File: config.mk
export PLATFORM = sky130hd
export DESIGN_NAME = mini_cpu_param
export DESIGN_NICKNAME = d
export VERILOG_FILES = /design/src/rtl/mini_cpu_param.sv
export SDC_FILE = /design/constraint.sdc
export NUM_CORES = 1
export LEC_CHECK = 0
export BUFFER_PORTS_ARGS = -buffer_cell sky130_fd_sc_hd__buf_4
export CORE_ASPECT_RATIO = 0.9
export CORE_MARGIN = 8
export CORE_UTILIZATION = 30
export CTS_CLUSTER_DIAMETER = 60
export DETAILED_ROUTE_END_ITERATION = 10
export PLACE_DENSITY_LB_ADDON = 0.3
export SYNTH_ARGS = -nofsm -noshare
export SYNTH_HDL_FRONTEND = slang
export SYNTH_SLANG_ARGS = --single-unit
File: constraint.sdc
create_clock -name clk -period 5.25 [get_ports clk]
set_clock_uncertainty 0.1 [all_clocks]
set_input_delay 0.525 -clock clk [delete_from_list [all_inputs] [get_ports clk]]
set_output_delay 0.525 -clock clk [all_outputs]
set_load 0.01 [all_outputs]
File: src/rtl/mini_cpu_param.sv
// Parametrised mini CPU controller: keys/switches in, external ALU operands out, LCD writes with a timed E pulse.
// Define MINI_CPU_FLAGS_EN to add the flag_zero/flag_neg outputs that track the last written value.
module mini_cpu_param #(
  parameter int DATA_W    = 16,
  parameter int RA_W      = 4,
  parameter int IMM_W     = 6,
  parameter int DELAY     = 50000,
  parameter int LCD_E_CYC = 4,
  localparam int INSTR_W  = 3 + 2*RA_W + 1 + IMM_W
) (
  input  logic                     clk,
  input  logic                     reset,
  input  logic                     key_ligar,
  input  logic                     key_enviar,
  input  logic [INSTR_W-1:0]       instruction_input,
  input  logic signed [DATA_W-1:0] alu_result,
  output logic [2:0]               alu_op,
  output logic signed [DATA_W-1:0] alu_op_a,
  output logic signed [DATA_W-1:0] alu_op_b,
  output logic                     LED_vermelho,
  output logic                     LED_verde,
  output logic [7:0]               lcd_data_bus,
  output logic                     lcd_rs,
  output logic                     lcd_rw,
  output logic                     lcd_e,
  output logic                     busy,
  output logic [2:0]               dbg_state_o
`ifdef MINI_CPU_FLAGS_EN
  ,
  output logic                     flag_zero,
  output logic                     flag_neg
`endif
);

  typedef enum logic [2:0] {
    S_OFF, S_INIT, S_LCD_CLR, S_FETCH, S_DECODE, S_EXEC, S_WB, S_SPECIAL
  } state_t;

  localparam logic [2:0] OP_LOAD = 3'b000, OP_ADD  = 3'b001, OP_ADDI  = 3'b010, OP_SUB  = 3'b011;
  localparam logic [2:0] OP_SUBI = 3'b100, OP_MULI = 3'b101, OP_CLEAR = 3'b110;

  localparam int CNT_W = $clog2(DELAY + 1);
  localparam int E_W   = $clog2(LCD_E_CYC + 1);
  localparam logic [CNT_W-1:0] CNT_LAST = CNT_W'(DELAY - 1);
  localparam logic [E_W-1:0]   E_LOAD   = E_W'(LCD_E_CYC);

  state_t               state_q, state_d;
  logic [CNT_W-1:0]     cnt_q, cnt_d;
  logic [INSTR_W-1:0]   instr_q, instr_d;
  logic [E_W-1:0]       e_cnt_q, e_cnt_d;
  logic [7:0]           lcd_data_q, lcd_data_d;
  logic                 lcd_rs_q, lcd_rs_d;
  logic                 lig_s1_q, lig_s2_q, lig_prev_q;
  logic                 env_s1_q, env_s2_q, env_prev_q;
  logic [DATA_W-1:0]    rf_q [2**RA_W];

  // Keys idle high; a press is a synchronised high-to-low transition.
  logic lig_ev, env_ev;
  assign lig_ev = lig_prev_q & ~lig_s2_q;
  assign env_ev = env_prev_q & ~env_s2_q;

  logic [2:0]        opcode;
  logic              is_r, is_i, is_alu, timed, timer_done, op_active, rf_we, rf_clr;
  logic [RA_W-1:0]   rs1, rs2, rd, disp_rs;
  logic [DATA_W-1:0] imm_val, wb_val;

  assign opcode  = instr_q[INSTR_W-1 -: 3];
  assign is_r    = (opcode == OP_ADD) || (opcode == OP_SUB);
  assign is_i    = (opcode == OP_ADDI) || (opcode == OP_SUBI) || (opcode == OP_MULI);
  assign is_alu  = is_r || is_i;
  assign rs2     = instr_q[RA_W-1:0];
  assign disp_rs = instr_q[RA_W-1:0];
  assign rs1     = is_r ? instr_q[2*RA_W-1:RA_W] : instr_q[IMM_W+RA_W:IMM_W+1];
  assign rd      = is_r ? instr_q[3*RA_W-1:2*RA_W]
                 : (is_i ? instr_q[IMM_W+2*RA_W:IMM_W+RA_W+1] : instr_q[IMM_W+RA_W:IMM_W+1]);
  assign imm_val = {{(DATA_W-IMM_W-1){instr_q[IMM_W]}}, instr_q[IMM_W:0]};
  assign wb_val  = (opcode == OP_LOAD) ? imm_val : alu_result;

  assign op_active  = ((state_q == S_EXEC) || (state_q == S_WB)) && is_alu;
  assign alu_op     = is_alu ? opcode : 3'b000;
  assign alu_op_a   = op_active ? rf_q[rs1] : '0;
  assign alu_op_b   = op_active ? (is_r ? rf_q[rs2] : imm_val) : '0;

  assign timed      = (state_q == S_INIT) || (state_q == S_LCD_CLR) || (state_q == S_SPECIAL);
  assign timer_done = (cnt_q == CNT_LAST);
  assign rf_we      = (state_q == S_WB);
  assign rf_clr     = (state_q == S_SPECIAL) && (cnt_q == '0) && (opcode == OP_CLEAR);

  always_comb begin
    state_d    = state_q;
    instr_d    = instr_q;
    lcd_data_d = lcd_data_q;
    lcd_rs_d   = lcd_rs_q;
    e_cnt_d    = (e_cnt_q != '0) ? e_cnt_q - 1'b1 : '0;
    case (state_q)
      S_OFF:     if (lig_ev) state_d = S_INIT;
      S_INIT:    if (timer_done) state_d = S_LCD_CLR;
      S_LCD_CLR: if (timer_done) state_d = S_FETCH;
      S_FETCH: begin
        if (lig_ev) begin
          state_d = S_OFF;
        end else if (env_ev) begin
          state_d = S_DECODE;
          instr_d = instruction_input;
        end
      end
      // Hold here while a writeback pulse is still on the LCD.
      S_DECODE: begin
        if (e_cnt_q == '0) begin
          if (opcode == OP_LOAD)    state_d = S_WB;
          else if (opcode[2:1] == 2'b11) state_d = S_SPECIAL;
          else                      state_d = S_EXEC;
        end
      end
      S_EXEC:    state_d = S_WB;
      S_WB:      state_d = S_FETCH;
      S_SPECIAL: if (timer_done) state_d = S_FETCH;
      default:   state_d = S_OFF;
    endcase

    cnt_d = (state_d != state_q) ? '0 : (timed ? cnt_q + 1'b1 : '0);

    // LCD writes launch on the edge that enters their state.
    if (state_d != state_q) begin
      case (state_d)
        S_OFF: begin
          lcd_data_d = 8'h00; lcd_rs_d = 1'b0; e_cnt_d = '0;
        end
        S_LCD_CLR: begin
          lcd_data_d = 8'h01; lcd_rs_d = 1'b0; e_cnt_d = E_LOAD;
        end
        S_WB: begin
          lcd_data_d = wb_val[7:0]; lcd_rs_d = 1'b1; e_cnt_d = E_LOAD;
        end
        S_SPECIAL: begin
          lcd_data_d = (opcode == OP_CLEAR) ? 8'h43 : rf_q[disp_rs][7:0];
          lcd_rs_d   = 1'b1;
          e_cnt_d    = E_LOAD;
        end
        default: ;
      endcase
    end
  end

  always_ff @(posedge clk or negedge reset) begin
    if (!reset) begin
      state_q    <= S_OFF;
      cnt_q      <= '0;
      instr_q    <= '0;
      e_cnt_q    <= '0;
      lcd_data_q <= '0;
      lcd_rs_q   <= 1'b0;
      lig_s1_q   <= 1'b0; lig_s2_q <= 1'b0; lig_prev_q <= 1'b0;
      env_s1_q   <= 1'b0; env_s2_q <= 1'b0; env_prev_q <= 1'b0;
    end else begin
      state_q    <= state_d;
      cnt_q      <= cnt_d;
      instr_q    <= instr_d;
      e_cnt_q    <= e_cnt_d;
      lcd_data_q <= lcd_data_d;
      lcd_rs_q   <= lcd_rs_d;
      lig_s1_q   <= key_ligar;  lig_s2_q <= lig_s1_q; lig_prev_q <= lig_s2_q;
      env_s1_q   <= key_enviar; env_s2_q <= env_s1_q; env_prev_q <= env_s2_q;
    end
  end

  always_ff @(posedge clk or negedge reset) begin
    if (!reset) begin
      for (int i = 0; i < 2**RA_W; i++) rf_q[i] <= '0;
    end else if (rf_clr) begin
      for (int i = 0; i < 2**RA_W; i++) rf_q[i] <= '0;
    end else if (rf_we) begin
      rf_q[rd] <= wb_val;
    end
  end

`ifdef MINI_CPU_FLAGS_EN
  logic flag_zero_q, flag_neg_q;
  always_ff @(posedge clk or negedge reset) begin
    if (!reset) begin
      flag_zero_q <= 1'b0;
      flag_neg_q  <= 1'b0;
    end else if (rf_clr) begin
      flag_zero_q <= 1'b0;
      flag_neg_q  <= 1'b0;
    end else if (rf_we) begin
      flag_zero_q <= (wb_val == '0);
      flag_neg_q  <= wb_val[DATA_W-1];
    end
  end
  assign flag_zero = flag_zero_q;
  assign flag_neg  = flag_neg_q;
`endif

  assign LED_vermelho = (state_q == S_OFF);
  assign LED_verde    = (state_q == S_INIT) || (state_q == S_FETCH);
  assign busy         = (state_q != S_OFF) && (state_q != S_FETCH);
  assign lcd_data_bus = lcd_data_q;
  assign lcd_rs       = lcd_rs_q;
  assign lcd_rw       = 1'b0;
  assign lcd_e        = (e_cnt_q != '0);
  assign dbg_state_o  = state_q;

endmodule

# --- Yosys cells after proc, flatten, opt, wreduce, memory -nomap -nowiden ---
# Cells that the tools add are included.
op_classes:
  addsub: 2
  n_mul: 0
  div_mod_pow: 0
  n_lt_le_gt_ge: 4
  eq_ne: 20
  n_shift: 0
  n_mux: 36
  n_bitwise: 8
  n_reduce_logical: 30
op_table:
  columns: ["operator", "n"]
  rows:
  - ["256-bit 2-to-1 mux", 2]
  - ["256-bit bitwise mux", 1]
  - ["16-bit 2-to-1 mux", 11]
  - ["16-bit binary-select mux with 4-bit select", 2]
  - ["16-bit demux with 4-bit select", 1]
  - ["8-bit one-hot mux with 4 select lines", 1]
  - ["3-bit equality test (second input constant)", 9]
  - ["3-bit 2-to-1 mux", 9]
  - ["3-bit one-hot mux with 7 select lines", 1]
  - ["16-bit by 1-bit adder with 16-bit output (second input constant)", 1]
  - ["16-bit equality test (second input constant)", 1]
  - ["16-bit zero test", 1]
  - ["3-bit by 2-bit equality test with 1-bit output (second input constant)", 5]
  - ["5-bit greater-or-equal comparator (second input constant)", 3]
  - ["4-bit NOT with 5-bit output", 3]
  - ["3-bit zero test", 4]
  - ["4-bit 2-to-1 mux", 3]
  - ["1-bit logical OR", 8]
  - ["8-bit 2-to-1 mux", 1]
  - ["3-bit by 1-bit equality test with 1-bit output (second input constant)", 2]
  - ["3-bit one-hot mux with 2 select lines", 1]
  - ["3-bit nonzero test", 2]
  - ["2-bit OR reduction", 3]
  - ["1-bit logical AND", 5]
  - ["14 further kinds", 20]
totals:
  regBits: 311
  latch_bits: 0
  ram_bits: 0
  romBits: 0
  input_bits: 38
  out_inout_bits: 52
  word_cells: 128
  memories: 0

# --- Logic depth before layout (Yosys ltp) ---
# Gate-level depths: netlist (run 1).
logic_depth:
  depth_word: 13
  mapped_depth: 10
  ltp_nobuf: 8

# --- Worst setup path after synthesis (run 1) ---
# No wires, ideal clock.
synth_path:
  kind: "register to output"
  start: "register instr_q[15]"
  end: "output alu_op_a[0]"
  arrival_time_ns: 2.174
  required_ns: 4.625
  slack_ns: 2.451
  path_stages_with_launch: 9
  path_cell_list: "dfrtp_1 > buf_6 > nor2b_1 > mux2i_1 > buf_2 > buf_2 > mux4_2 > mux2i_1 > o22ai_1"
synth_between:
  elab_chain_len: 8
  elab_cells_between_ends: 16
  classes_between: "eq/ne (5); mux (5); bitwise (1); reduce/logical (5)"
synth_rtl:
  columns: ["element", "line_no", "rtl"]
  rows:
  - ["from (decl)", "49", "logic [INSTR_W-1:0] instr_q, instr_d;"]
  - ["from (signal assigned)", "158", "instr_q <= instr_d;"]
  - ["3-bit by 1-bit equality test with 1-bit output or 3-bit by 2-bit equality test with 1-bit output (tied branches)", "68", "assign is_r = (opcode == OP_ADD) || (opcode == OP_SUB);"]
  - ["1-bit logical OR", "68", null]
  - ["4-bit 2-to-1 mux", "73", "assign rs1 = is_r ? instr_q[2*RA_W-1:RA_W] : instr_q[IMM_W+RA_W:IMM_W+1];"]
  - ["4-bit NOT with 5-bit output (implied by the code)", "81", "assign alu_op_a = op_active ? rf_q[rs1] : '0;"]
  - ["16-bit binary-select mux with 4-bit select", "81", null]
  - ["16-bit 2-to-1 mux (implied by the code) (2 in series)", "81", null]
  - ["16-bit 2-to-1 mux (*)", "81", null]
  - ["to (decl)", "18", "output logic signed [DATA_W-1:0] alu_op_a,"]
# Mark *: on every way between the ends. The rest lies on a longest branch, timed or not. The select of a mux whose other input is x is not followed.

# --- Final worst setup path (run 1) ---
layout_path:
  start: "register instr_q[15]"
  end: "output alu_op_a[9]"
# Same word-level chain as after synthesis.

==> out/metrics.yaml, run 1 <==
clkLatencyLatePin_ps: 530
shortest_period_the_worst_path_allows_ps: 4360
worst_ep_required_time_ps: 4620
post-place-ws_ps: 1430
worst_path_dominant_cell_family: "multiplexers"
tightest_hold_check_type: "input port to register"
status: "finished clean"
hpwlAfterDp_mm: 36.6
register_area_sq_um: 7790
post_synth_inst_count: 1413
first_global_vias: 13200
cp_max_fo: 18
largest_incremental_delay_on_the_critical_path_ps: 820
endpoint_kind: "output port"
io_buffer_count: 88
area_growth_syn_to_layout_pct: 17.3
finalNetCount: 1524
power.density_cell_area_nw_per_um2: 271
postRouteAntennaNets: 0
ys_top_cells_by_area: "sky130_fd_sc_hd__dfrtp_1 46%, sky130_fd_sc_hd__mux4_2 19%, sky130_fd_sc_hd__a22o_1 5.9%"
clock.fmax_mhz: 229
power.switching_fraction_pct: 23.6
globalRouteOverflowTotal: 0
multi_input_comb_area_sq_um: 8560
vias: 13100
fp.coreArea_sq_um: 55600
main_combinational_cell_family_by_area_after_synthesis: "multiplexers"
power_report.internal_total_mw: 4.10
clkTransAtPathRegs_ps: 60
worstSetupStartpointType: "register"
critical_path.cell_chain: "nor2b_1 -> buf_4 -> mux2i_4 -> buf_4 -> mux4_2 -> mux2i_1 -> o22ai_1 -> buf_4"
final_max_slew_viol_count: 0
cts.path.max_buffers: 3
report.final.hold_viol_count: 0
synth_cell_type_count: 64
max_slew.worst_pin.slew_ps: 1290
grt_setup_unrepaired: "false"
synth_sequential_area_ratio_pct: 46.1
route.final.wire_length_mm: 56.1
cts_num_sinks: 311
worstPathBufferInverterCount: 3
fp-row-count: 82
routed_via_density: 5.78
net-switching-power_mw: 1.26
postCtsResizedCells: 0
die_w_microns: 266
remaining_drc_errors: 0
place.gp.congestion: 0.809
timing_worst_setup_path_type: "register to output port"
share_of_post_route_cells_with_drive_strength_above_1_pct: 26.8
die_height_microns: 241
power.ir.vdd_worst_v: 0.000185
mappedNetlistArea_sq_um: 16900
post-route-util_pct: 35.6
report.final.setup_viol: 0
tritoncts_clock_tree: "yes"
pwr-share-comb_pct: 4.1
wl_per_cell_microns: 24.7
cts_buffers: 37
floorplan.die_area_sq_um: 64100
critical_path.most_common_cell: "sky130_fd_sc_hd__buf_4"
post-synth-top-area-fraction_pct: 46.1
first_pass_iters: 5
synth_fp_nets: 1455
synth.area.mux_share_pct: 22.7
grt_first_pass_wirelength_mm: 86.3
tns_ps: 0
htree_levels: 2
share_clk_of_total_power_pct: 49.4
ys.flop_type: "sky130_fd_sc_hd__dfrtp_1"
synth-seq-cells: 311
yosys_warnings: 0
post_route_total_power_mw: 5.36
post_synth_edffs: 0
grt_start_max_net_pins: 187
ys_async_sr_fraction_pct: 100
fin_crit_sh_pct: 83.0
worstPathArrival_ps: 3730
fillerInstances: 5458
synth_xor_xnor_area_share_pct: 0.675
seq_power_share_pct: 46.5
synth_area_leader_cell: "sky130_fd_sc_hd__dfrtp_1"
timing.max_slew.rel_slack_pct: 13.9
starting_density_of_the_core_pct: 30.3
number_of_top_level_pins: 90
post_syn_area_per_cell_sq_um: 11.9
synth_fa_ha_area_share_pct: 0.297
leakage_nw: 8.50
synth_compound_gate_area_share_pct: 15.1
cts_root_buffer: "sky130_fd_sc_hd__clkbuf_16"
global_route_usage_sum_pct: 17.4
drt_iter0_markers: 1463
initial_antenna_violation_count: 0
synthSimpleGateAreaFrac_pct: 11.8
worst_path_max_delay_cell: "sky130_fd_sc_hd__mux2i_4"
final_critical_path_setup_slack_ps: 891
timing.max_cap.violations: 0
[Yosys cell counts (5+ instances only)]
cell type	instances
sky130_fd_sc_hd__xnor2_1	7
sky130_fd_sc_hd__a32o_1	51
sky130_fd_sc_hd__nor3_1	8
sky130_fd_sc_hd__a21oi_1	20
sky130_fd_sc_hd__nor2_1	75
sky130_fd_sc_hd__o22ai_1	16
sky130_fd_sc_hd__dfrtp_1	311
sky130_fd_sc_hd__nor2b_1	11
sky130_fd_sc_hd__mux2_2	17
sky130_fd_sc_hd__and2_1	7
sky130_fd_sc_hd__nand2_1	177
sky130_fd_sc_hd__nor3_2	10
sky130_fd_sc_hd__nand3_1	78
sky130_fd_sc_hd__a221o_1	6
sky130_fd_sc_hd__mux2i_1	44
sky130_fd_sc_hd__o21ai_0	102
sky130_fd_sc_hd__buf_2	36
sky130_fd_sc_hd__buf_1	7
sky130_fd_sc_hd__nor4_2	5
sky130_fd_sc_hd__a22o_1	113
sky130_fd_sc_hd__nand4_1	8
sky130_fd_sc_hd__inv_1	10
sky130_fd_sc_hd__mux4_2	141
sky130_fd_sc_hd__clkbuf_1	72
sky130_fd_sc_hd__xor2_1	6
[area by class of cell]
type | instances | area share (%)
clock buffer | 51 | 5.51
inverter | 11 | 0.209
clock inverter | 16 | 0.803
multi-input combinational | 971 | 43.2
timing repair buffer | 150 | 6.08
antenna | 1 | 0.0126
sequential | 311 | 39.4
tap | 756 | 4.78
[cells in the final DEF, fill, tap and decap left out, types with 6 or more instances in the layout]
master / n
sky130_fd_sc_hd__clkinv_2: 6
sky130_fd_sc_hd__nand4_1: 8
sky130_fd_sc_hd__nand3_1: 78
sky130_fd_sc_hd__xor2_1: 6
sky130_fd_sc_hd__and2_1: 7
sky130_fd_sc_hd__a21oi_1: 19
sky130_fd_sc_hd__o22ai_1: 16
sky130_fd_sc_hd__inv_1: 10
sky130_fd_sc_hd__mux4_2: 141
sky130_fd_sc_hd__clkbuf_16: 39
sky130_fd_sc_hd__clkbuf_8: 7
sky130_fd_sc_hd__mux2i_1: 42
sky130_fd_sc_hd__nor2b_1: 11
sky130_fd_sc_hd__a221o_1: 6
sky130_fd_sc_hd__xnor2_1: 7
sky130_fd_sc_hd__nand2_1: 177
sky130_fd_sc_hd__nor3_2: 10
sky130_fd_sc_hd__a22o_1: 113
sky130_fd_sc_hd__o21ai_0: 102
sky130_fd_sc_hd__nor2_1: 75
sky130_fd_sc_hd__nor3_1: 8
sky130_fd_sc_hd__dfrtp_1: 309
sky130_fd_sc_hd__mux2_2: 17
sky130_fd_sc_hd__buf_4: 141
sky130_fd_sc_hd__a32o_1: 51
[layer usage]
layer  wire, microns  up-vias  global-route usage, %
met5               0        -                      0
met3            5540      110                   4.80
met2           24600      709                   25.7
li1                -     5580                      -
met1           24200     6701                   24.5
met4            1720        0                   5.91
[worst paths after layout]
path                                               start                      end  slack, ps  depth (start not counted)
worst min-delay path               instruction_input[17]  instr_q[17]$_DFFE_PN0P_        110                          3
max in group asynchronous                          reset    rf_q[255]$_DFFE_PN0P_       3180                          3
min in group asynchronous                          reset      cnt_q[13]$_DFF_PN0_        560                          2
worst min register to register        env_s1_q$_DFF_PN0_       env_s2_q$_DFF_PN0_        250                          0
worst max-delay path             instr_q[15]$_DFFE_PN0P_              alu_op_a[9]        890                          8
worst max register to register  dbg_state_o[0]$_DFF_PN0_     rf_q[95]$_DFFE_PN0P_       1540                          5
[through the flow]
stage / hold slack [ps] / area (sq um) / instances
final: 109 / 19800 / 2267
after global routing: 114 / 19800 / 2266
after CTS: 92.8 / 19800 / 2266
after detailed placement: 236 / 18500 / 2196
after global placement: 237 / 18500 / 2196
after floorplan: 129 / 16900 / 1413
[power groups by stage]
stage	clock [mW]	combinational [mW]	sequential [mW]
finish	2.65	0.221	2.49
global placement	0	0.223	2.53
CTS	2.70	0.228	2.49
floorplan	0	0.0998	2.52
detailed placement	0	0.226	2.53
global route	2.80	0.252	2.50
[logic make-up after synthesis]
family | after synthesis
other cells | 1
simple gates | 412
flops | 311
buf+inv | 131
mux | 203
fa+ha+maj | 4
compound gates | 338
xor+xnor | 13
[timing repair]
| item | in CTS | in global routing |
|---|---|---|
| hold buffers | 3 | 0 |
| buffers inserted | 0 | 0 |
| hold endpoints to repair | 9 | 0 |
[sequential cells by signal, summed over array words and instances, names as in the netlist]
register      cells
env_s1_q          1
lig_s2_q          1
lcd_data_bus      8
lig_s1_q          1
cnt_q            16
lig_prev_q        1
dbg_state_o       3
lcd_rs            1
instr_q          18
e_cnt_q           3
env_s2_q          1
env_prev_q        1
rf_q            256
[worst reg2reg max path, stage by stage (launching register included)]
cell	delay, ps
sky130_fd_sc_hd__dfrtp_1	560
sky130_fd_sc_hd__inv_1	310
sky130_fd_sc_hd__nand3_1	600
sky130_fd_sc_hd__nor3_2	1140
sky130_fd_sc_hd__nor2_1	520
sky130_fd_sc_hd__a22o_1	360
Power figures use the tool's default switching activity.
==> inputs of run 2 (changes only) <==
Clock period 5.25 ns to 4.1 ns, I/O delays scaled along.
==> run 2 against run 1 <==
Sequential power is 28% higher. Clock power increased by 34%. Worst setup slack got worse by 680 ps. Cell area grew 2.2%. Clock-buffer cell count did not move. Global-route usage rose by 0.32 points. Sequential share of layout area decreased by 0.86 points. Non-clock buffer count up 39. Highest routed layer unchanged. Cell count is 1.8% higher. First-iteration DRC count is 5.1% lower. Largest cell class unchanged. Worst hold slack better by 130 ps. Critical path depth unchanged.
==> out/metrics.yaml, run 2 (synthesis results as in run 1) <==
area_growth_syn_to_layout_pct: 19.9  # was 17.3%
worstPathArrival_ps: 3380  # was 3730 ps
hpwlAfterDp_mm: 37.2  # was 36.6 mm
worstHoldEndpoint: "lig_s2_q$_DFF_PN0_"  # was instr_q[17]$_DFFE_PN0P_
registers.top_by_ff_count: "rf_q"  # unchanged
max_slew.worst_pin.slew_ps: 1280  # was 1290 ps
tightest_hold_check_type: "register to register"  # was input port to register
die_w_microns: 266  # unchanged
timing_worst_setup_path_type: "register to output port"  # unchanged
power.ir.vdd_worst_v: 0.000261  # was 0.000185 V
global_route_usage_sum_pct: 17.7  # was 17.4%
initial_antenna_violation_count: 1  # was 0
cp_max_fo: 64  # was 18
die_height_microns: 241  # unchanged
wl_per_cell_microns: 25.0  # was 24.7 microns
post-route-util_pct: 36.4  # was 35.6%
vias: 13400  # was 13100
drt_iter0_markers: 1388  # was 1463
remaining_drc_errors: 0  # unchanged
worstSetupStartpointType: "register"  # unchanged
fp.coreArea_sq_um: 55600  # unchanged
place.gp.congestion: 0.820  # was 0.809
fp-row-count: 82  # unchanged
first_global_vias: 13300  # was 13200
worst_hold_startpoint: "lig_s1_q$_DFF_PN0_"  # was instruction_input[17]
starting_density_of_the_core_pct: 30.3  # unchanged
routed_via_density: 5.81  # was 5.78
shortest_period_the_worst_path_allows_ps: 3890
cts_root_buffer: "sky130_fd_sc_hd__clkbuf_16"  # unchanged
layout_commonest_cell: "sky130_fd_sc_hd__dfrtp_1"  # unchanged
cts_buffers: 39  # was 37
cts.repair_timing.setup_buffer_count: 0  # unchanged
timing.max_cap.violations: 0  # unchanged
postRouteAntennaNets: 0  # unchanged
power.density_cell_area_nw_per_um2: 347  # was 271 nW/um^2
r2r-end: "rf_q[167]$_DFFE_PN0P_"  # was rf_q[95]$_DFFE_PN0P_
route.final.wire_length_mm: 57.7  # was 56.1 mm
grt_start_max_net_pins: 187  # unchanged
startpoint: "instr_q[17]$_DFFE_PN0P_"  # was instr_q[15]$_DFFE_PN0P_
number_of_top_level_pins: 90  # unchanged
floorplan.die_area_sq_um: 64100  # unchanged
report.final.setup_viol: 0  # unchanged
report.final.hold_viol_count: 0  # unchanged
finalNetCount: 1565  # was 1524
r2r_setup_slack_ps: 830  # was 1540 ps
cts.path.max_buffers: 3  # unchanged
tns_ps: 0  # unchanged
final_cell_mix: "309 x sky130_fd_sc_hd__dfrtp_1, 177 x sky130_fd_sc_hd__nand2_1, 158 x sky130_fd_sc_hd__buf_4, 141 x sky130_fd_sc_hd__mux4_2, 113 x sky130_fd_sc_hd__a22o_1"  # was 309 x sky130_fd_sc_hd__dfrtp_1, 177 x sky130_fd_sc_hd__nand2_1, 141 x sky130_fd_sc_hd__mux4_2, 141 x sky130_fd_sc_hd__buf_4, 113 x sky130_fd_sc_hd__a22o_1
share_of_post_route_cells_with_drive_strength_above_1_pct: 27.6  # was 26.8%
leakage_nw: 8.73  # was 8.50 nW
largestRegisters: "rf_q (256), instr_q (18), cnt_q (16)"  # unchanged
io_buffer_count: 88  # unchanged
status: "finished clean"  # unchanged
final_max_slew_viol_count: 0  # unchanged
clock.fmax_mhz: 257
post_layout_nonfiller_instances: 2308  # was 2267
worst_ep_required_time_ps: 3590  # was 4620 ps
fin_crit_sh_pct: 94.8
clkTransAtPathRegs_ps: 60  # about the same
timing.max_slew.rel_slack_pct: 14.3  # was 13.9%
htree_levels: 2  # unchanged
endpoint_kind: "output port"  # unchanged
dp_cells: 2217  # was 2196
grt_setup_unrepaired: "false"  # unchanged
crit-reg2reg-launch: "instr_q[16]$_DFFE_PN0P_"  # was dbg_state_o[0]$_DFF_PN0_
clkLatencyLatePin_ps: 550  # was 530 ps
largest_register_ff_count: 256  # unchanged
rr_worst_depth: 5  # unchanged
tritoncts_clock_tree: "yes"  # unchanged
grt_first_pass_wirelength_mm: 87.6  # was 86.3 mm
timing.hold.worst_path_depth: 0  # was 3
globalRouteOverflowTotal: 0  # unchanged
first_pass_iters: 5  # unchanged
cts_num_sinks: 311  # unchanged
## run 2: area by class of cell
type,count,area (sq um)
well taps,756,946
clock inverters,18,200
flip-flops and latches,311,7790
multi-input cells,971,8570
fillers,5392,35400
inverters,11,41.3
clock buffers,51,1100
repair buffers,189,1580
diodes,1,2.50
## run 2: power breakdown
| group | switching (mW) | total (mW) | internal (mW) | leakage, nW |
|---|---|---|---|---|
| clock | 1.40 | 3.54 | 2.15 | 0.637 |
| combinational | 0.170 | 0.300 | 0.130 | 4.30 |
| sequential | 0.0625 | 3.19 | 3.12 | 3.79 |
## run 2: what timing repair did
| item | 4_1_cts | 5_1_grt |
|---|---|---|
| hold buffers | 21 | 0 |
| endpoints found under the hold margin | 122 | 0 |
| setup endpoints to repair | 1 | 8 |
| gates cloned | 0 | 0 |
| resized for setup | 1 | 3 |
## run 2: how the worst max path moves through the flow
stage,endpoint,slack (ps),cells after the start
after floorplan,alu_op_a[0],1420,8
after global placement,alu_op_a[12],580,7
after detailed placement,alu_op_a[12],530,7
after CTS,alu_op_a[7],4,8
after global routing,alu_op_a[7],70,7
final,alu_op_a[12],210,8
## run 2: through the flow
stage                     hold WS [ps]  cell area, sq um  power (mW)  setup slack [ps]
after floorplan                   14.4             16900        3.36              1420
after global placement             235             18700        3.52               584
after CTS                          240             20200        7.09              3.87
final                              239             20200        7.03               215
after detailed placement           235             18700        3.53               527
after global routing               253             20200        7.27              70.9
## run 2: routing by layer
layer | routed length [microns] | track usage (%)
met1 | 24800 | 25.1
met2 | 25400 | 26.0
met3 | 5580 | 4.37
met4 | 1890 | 6.84
met5 | 0 | 0
## run 2: critical path, stage by stage, from the launching register on
cell and delay, ps:
sky130_fd_sc_hd__dfrtp_1 520, sky130_fd_sc_hd__nor2b_2 330, sky130_fd_sc_hd__buf_4 220, sky130_fd_sc_hd__mux2i_4 250, sky130_fd_sc_hd__buf_12 330, sky130_fd_sc_hd__mux4_2 400, sky130_fd_sc_hd__mux2i_1 210, sky130_fd_sc_hd__o22ai_1 230
sky130_fd_sc_hd__buf_4 230
==> inputs of run 3 (changes only) <==
Settings changed: PLACE_DENSITY_LB_ADDON 0.3 to default.
==> run 3 against run 2 <==
Cell count hardly changed. Cell area is 0.19% lower. Sequential share of layout area is 0.071 points higher. Flip-flop and latch count stayed put.
==> out/metrics.yaml, run 3 (synthesis results as in run 1) <==
worstPathArrival_ps: 3460  # was 3380 ps
post-place-ws_ps: 712  # was 527 ps
cts_root_buffer: "sky130_fd_sc_hd__clkbuf_16"  # unchanged
final_critical_path_setup_slack_ps: 129  # was 215 ps
timing.max_slew.rel_slack_pct: 11.2  # was 14.3%
cts.path.max_buffers: 3  # unchanged
endpoint_kind: "output port"  # unchanged
critical_path.most_common_cell: "sky130_fd_sc_hd__buf_4"  # unchanged
cts.repair_timing.setup_buffer_count: 0  # unchanged
first_global_vias: 13400  # was 13300
cp_max_fo: 64  # unchanged
globalRouteOverflowTotal: 0  # unchanged
remaining_drc_errors: 0  # unchanged
area_growth_syn_to_layout_pct: 19.7  # was 19.9%
insertedDiodeCount: 0  # was 1
clock.fmax_mhz: 252  # was 257 MHz
route.final.wire_length_mm: 57.1  # was 57.7 mm
largest_incremental_delay_on_the_critical_path_ps: 510  # was 520 ps
clkTransAtPathRegs_ps: 60  # about the same
timing.max_cap.violations: 0  # unchanged
post_route_total_power_mw: 6.97  # was 7.03 mW
timing_worst_setup_path_type: "register to output port"  # unchanged
floorplan.die_area_sq_um: 64100  # unchanged
fin_crit_sh_pct: 96.9  # was 94.8%
worstPathBufferInverterCount: 3  # unchanged
share_of_post_route_cells_with_drive_strength_above_1_pct: 27.3  # was 27.6%
registers.top_by_ff_count: "rf_q"  # unchanged
grt_setup_unrepaired: "false"  # unchanged
final_max_slew_viol_count: 0  # unchanged
tightest_hold_check_type: "register to register"  # unchanged
io_buffer_count: 88  # unchanged
leakage_nw: 8.71  # was 8.73 nW
worst_path_max_delay_cell: "sky130_fd_sc_hd__dfrtp_1"  # unchanged
worstSetupStartpointType: "register"  # unchanged
final_cell_mix: "309 x sky130_fd_sc_hd__dfrtp_1, 177 x sky130_fd_sc_hd__nand2_1, 156 x sky130_fd_sc_hd__buf_4, 141 x sky130_fd_sc_hd__mux4_2, 113 x sky130_fd_sc_hd__a22o_1"  # was 309 x sky130_fd_sc_hd__dfrtp_1, 177 x sky130_fd_sc_hd__nand2_1, 158 x sky130_fd_sc_hd__buf_4, 141 x sky130_fd_sc_hd__mux4_2, 113 x sky130_fd_sc_hd__a22o_1
postRouteAntennaNets: 0  # unchanged
report.final.setup_viol: 0  # unchanged
critical_path.cell_chain: "nor2b_1 -> buf_4 -> mux2i_4 -> buf_12 -> mux4_2 -> mux2i_1 -> o22ai_1 -> buf_4"  # was nor2b_2 -> buf_4 -> mux2i_4 -> buf_12 -> mux4_2 -> mux2i_1 -> o22ai_1 -> buf_4
cts_buffers: 39  # unchanged
vias: 13600  # was 13400
grt_first_pass_wirelength_mm: 86.8  # was 87.6 mm
first_pass_iters: 5  # unchanged
initial_antenna_violation_count: 1  # unchanged
fp-row-count: 82  # unchanged
routed_via_density: 5.88  # was 5.81
status: "finished clean"  # unchanged
fillerInstances: 5406  # was 5392
tns_ps: 0  # unchanged
number_of_top_level_pins: 90  # unchanged
power.ir.vdd_worst_v: 0.000222  # was 0.000261 V
die_w_microns: 266  # unchanged
largest_register_ff_count: 256  # unchanged
shortest_period_the_worst_path_allows_ps: 3970  # was 3890 ps
drt_iter0_markers: 1585  # was 1388
grt_start_max_net_pins: 187  # unchanged
power.density_cell_area_nw_per_um2: 345  # was 347 nW/um^2
multi_input_comb_area_sq_um: 8560  # was 8570 sq um
die_height_microns: 241  # unchanged
largestRegisters: "rf_q (256), instr_q (18), cnt_q (16)"  # unchanged
post-route-cell-area_sq_um: 20200  # about the same
post_dp_cell_area_sq_um: 18700  # about the same
fp.coreArea_sq_um: 55600  # unchanged
tritoncts_clock_tree: "yes"  # unchanged
finalNetCount: 1563  # was 1565
cts_num_sinks: 311  # unchanged
layout_commonest_cell: "sky130_fd_sc_hd__dfrtp_1"  # unchanged
starting_density_of_the_core_pct: 30.3  # unchanged
worst_path_dominant_cell_family: "multiplexers"  # unchanged
clkLatencyLatePin_ps: 560  # was 550 ps
worst_ep_required_time_ps: 3590  # about the same
hpwlAfterDp_mm: 36.4  # was 37.2 mm
register_area_sq_um: 7790  # unchanged
wl_per_cell_microns: 24.7  # was 25.0 microns
post-route-util_pct: 36.3  # was 36.4%
global_route_usage_sum_pct: 17.6  # was 17.7%
report.final.hold_viol_count: 0  # unchanged
htree_levels: 2  # unchanged
max_slew.worst_pin.slew_ps: 1330  # was 1280 ps
place.gp.congestion: 0.836  # was 0.820
[run 3: cell types whose count changed in the layout (fill, tap and decap cells not counted), sizes merged]
| cell | change |
|---|---|
| bufinv | -1 |
| buf | -2 |
| diode | -1 |
| inv | +5 |
| clkbuf | +1 |
| clkinvlp | -3 |
[run 3: stage by stage]
step                      cells  hold WS, ps
after detailed placement   2215          236
final                      2307          244
after floorplan            1413         14.4
after global routing       2307          246
after global placement     2215          237
after CTS                  2307          221
[run 3: where the power goes]
| part | switching, mW | internal [mW] |
|---|---|---|
| clock network | 1.42 | 2.06 |
| registers | 0.0679 | 3.12 |
| logic | 0.172 | 0.130 |
| total | 1.66 | 5.31 |
[run 3: layout make-up]
class                           count  area share [%]
Clock inverter                     19            1.07
Inverter                           11           0.204
Multi-Input combinational cell    971            42.4
Tap cell                          756            4.68
Timing Repair Buffer              187            7.76
Clock buffer                       52            5.33
Sequential cell                   311            38.6
[run 3: timing repair]
| action | in CTS | in global routing |
|---|---|---|
| endpoints found under the hold margin | 117 | 0 |
| resized for setup | 0 | 2 |
| hold buffers | 21 | 0 |
| endpoints found under the setup margin | 0 | 3 |
[run 3: path summary, 6_finish.rpt]
| kind | to | cells past startpoint | slack [ps] | start |
|---|---|---|---|---|
| hold / removal | lig_s2_q$_DFF_PN0_ | 0 | 240 | lig_s1_q$_DFF_PN0_ |
| max in group asynchronous | rf_q[125]$_DFFE_PN0P_ | 3 | 2410 | reset |
| setup / recovery | alu_op_a[10] | 8 | 130 | instr_q[17]$_DFFE_PN0P_ |
| setup reg to reg | rf_q[105]$_DFFE_PN0P_ | 7 | 790 | instr_q[16]$_DFFE_PN0P_ |
| hold reg to reg | lig_s2_q$_DFF_PN0_ | 0 | 240 | lig_s1_q$_DFF_PN0_ |
| min in group asynchronous | cnt_q[7]$_DFF_PN0_ | 2 | 390 | reset |
[run 3: metal layers]
metal	vias up	share of wire (%)	track usage, %
li1	5661	-	-
met1	6967	41	24.0
met2	818	44	26.5
met3	111	11	5.66
met4	0	3.1	5.77
met5	-	0	0
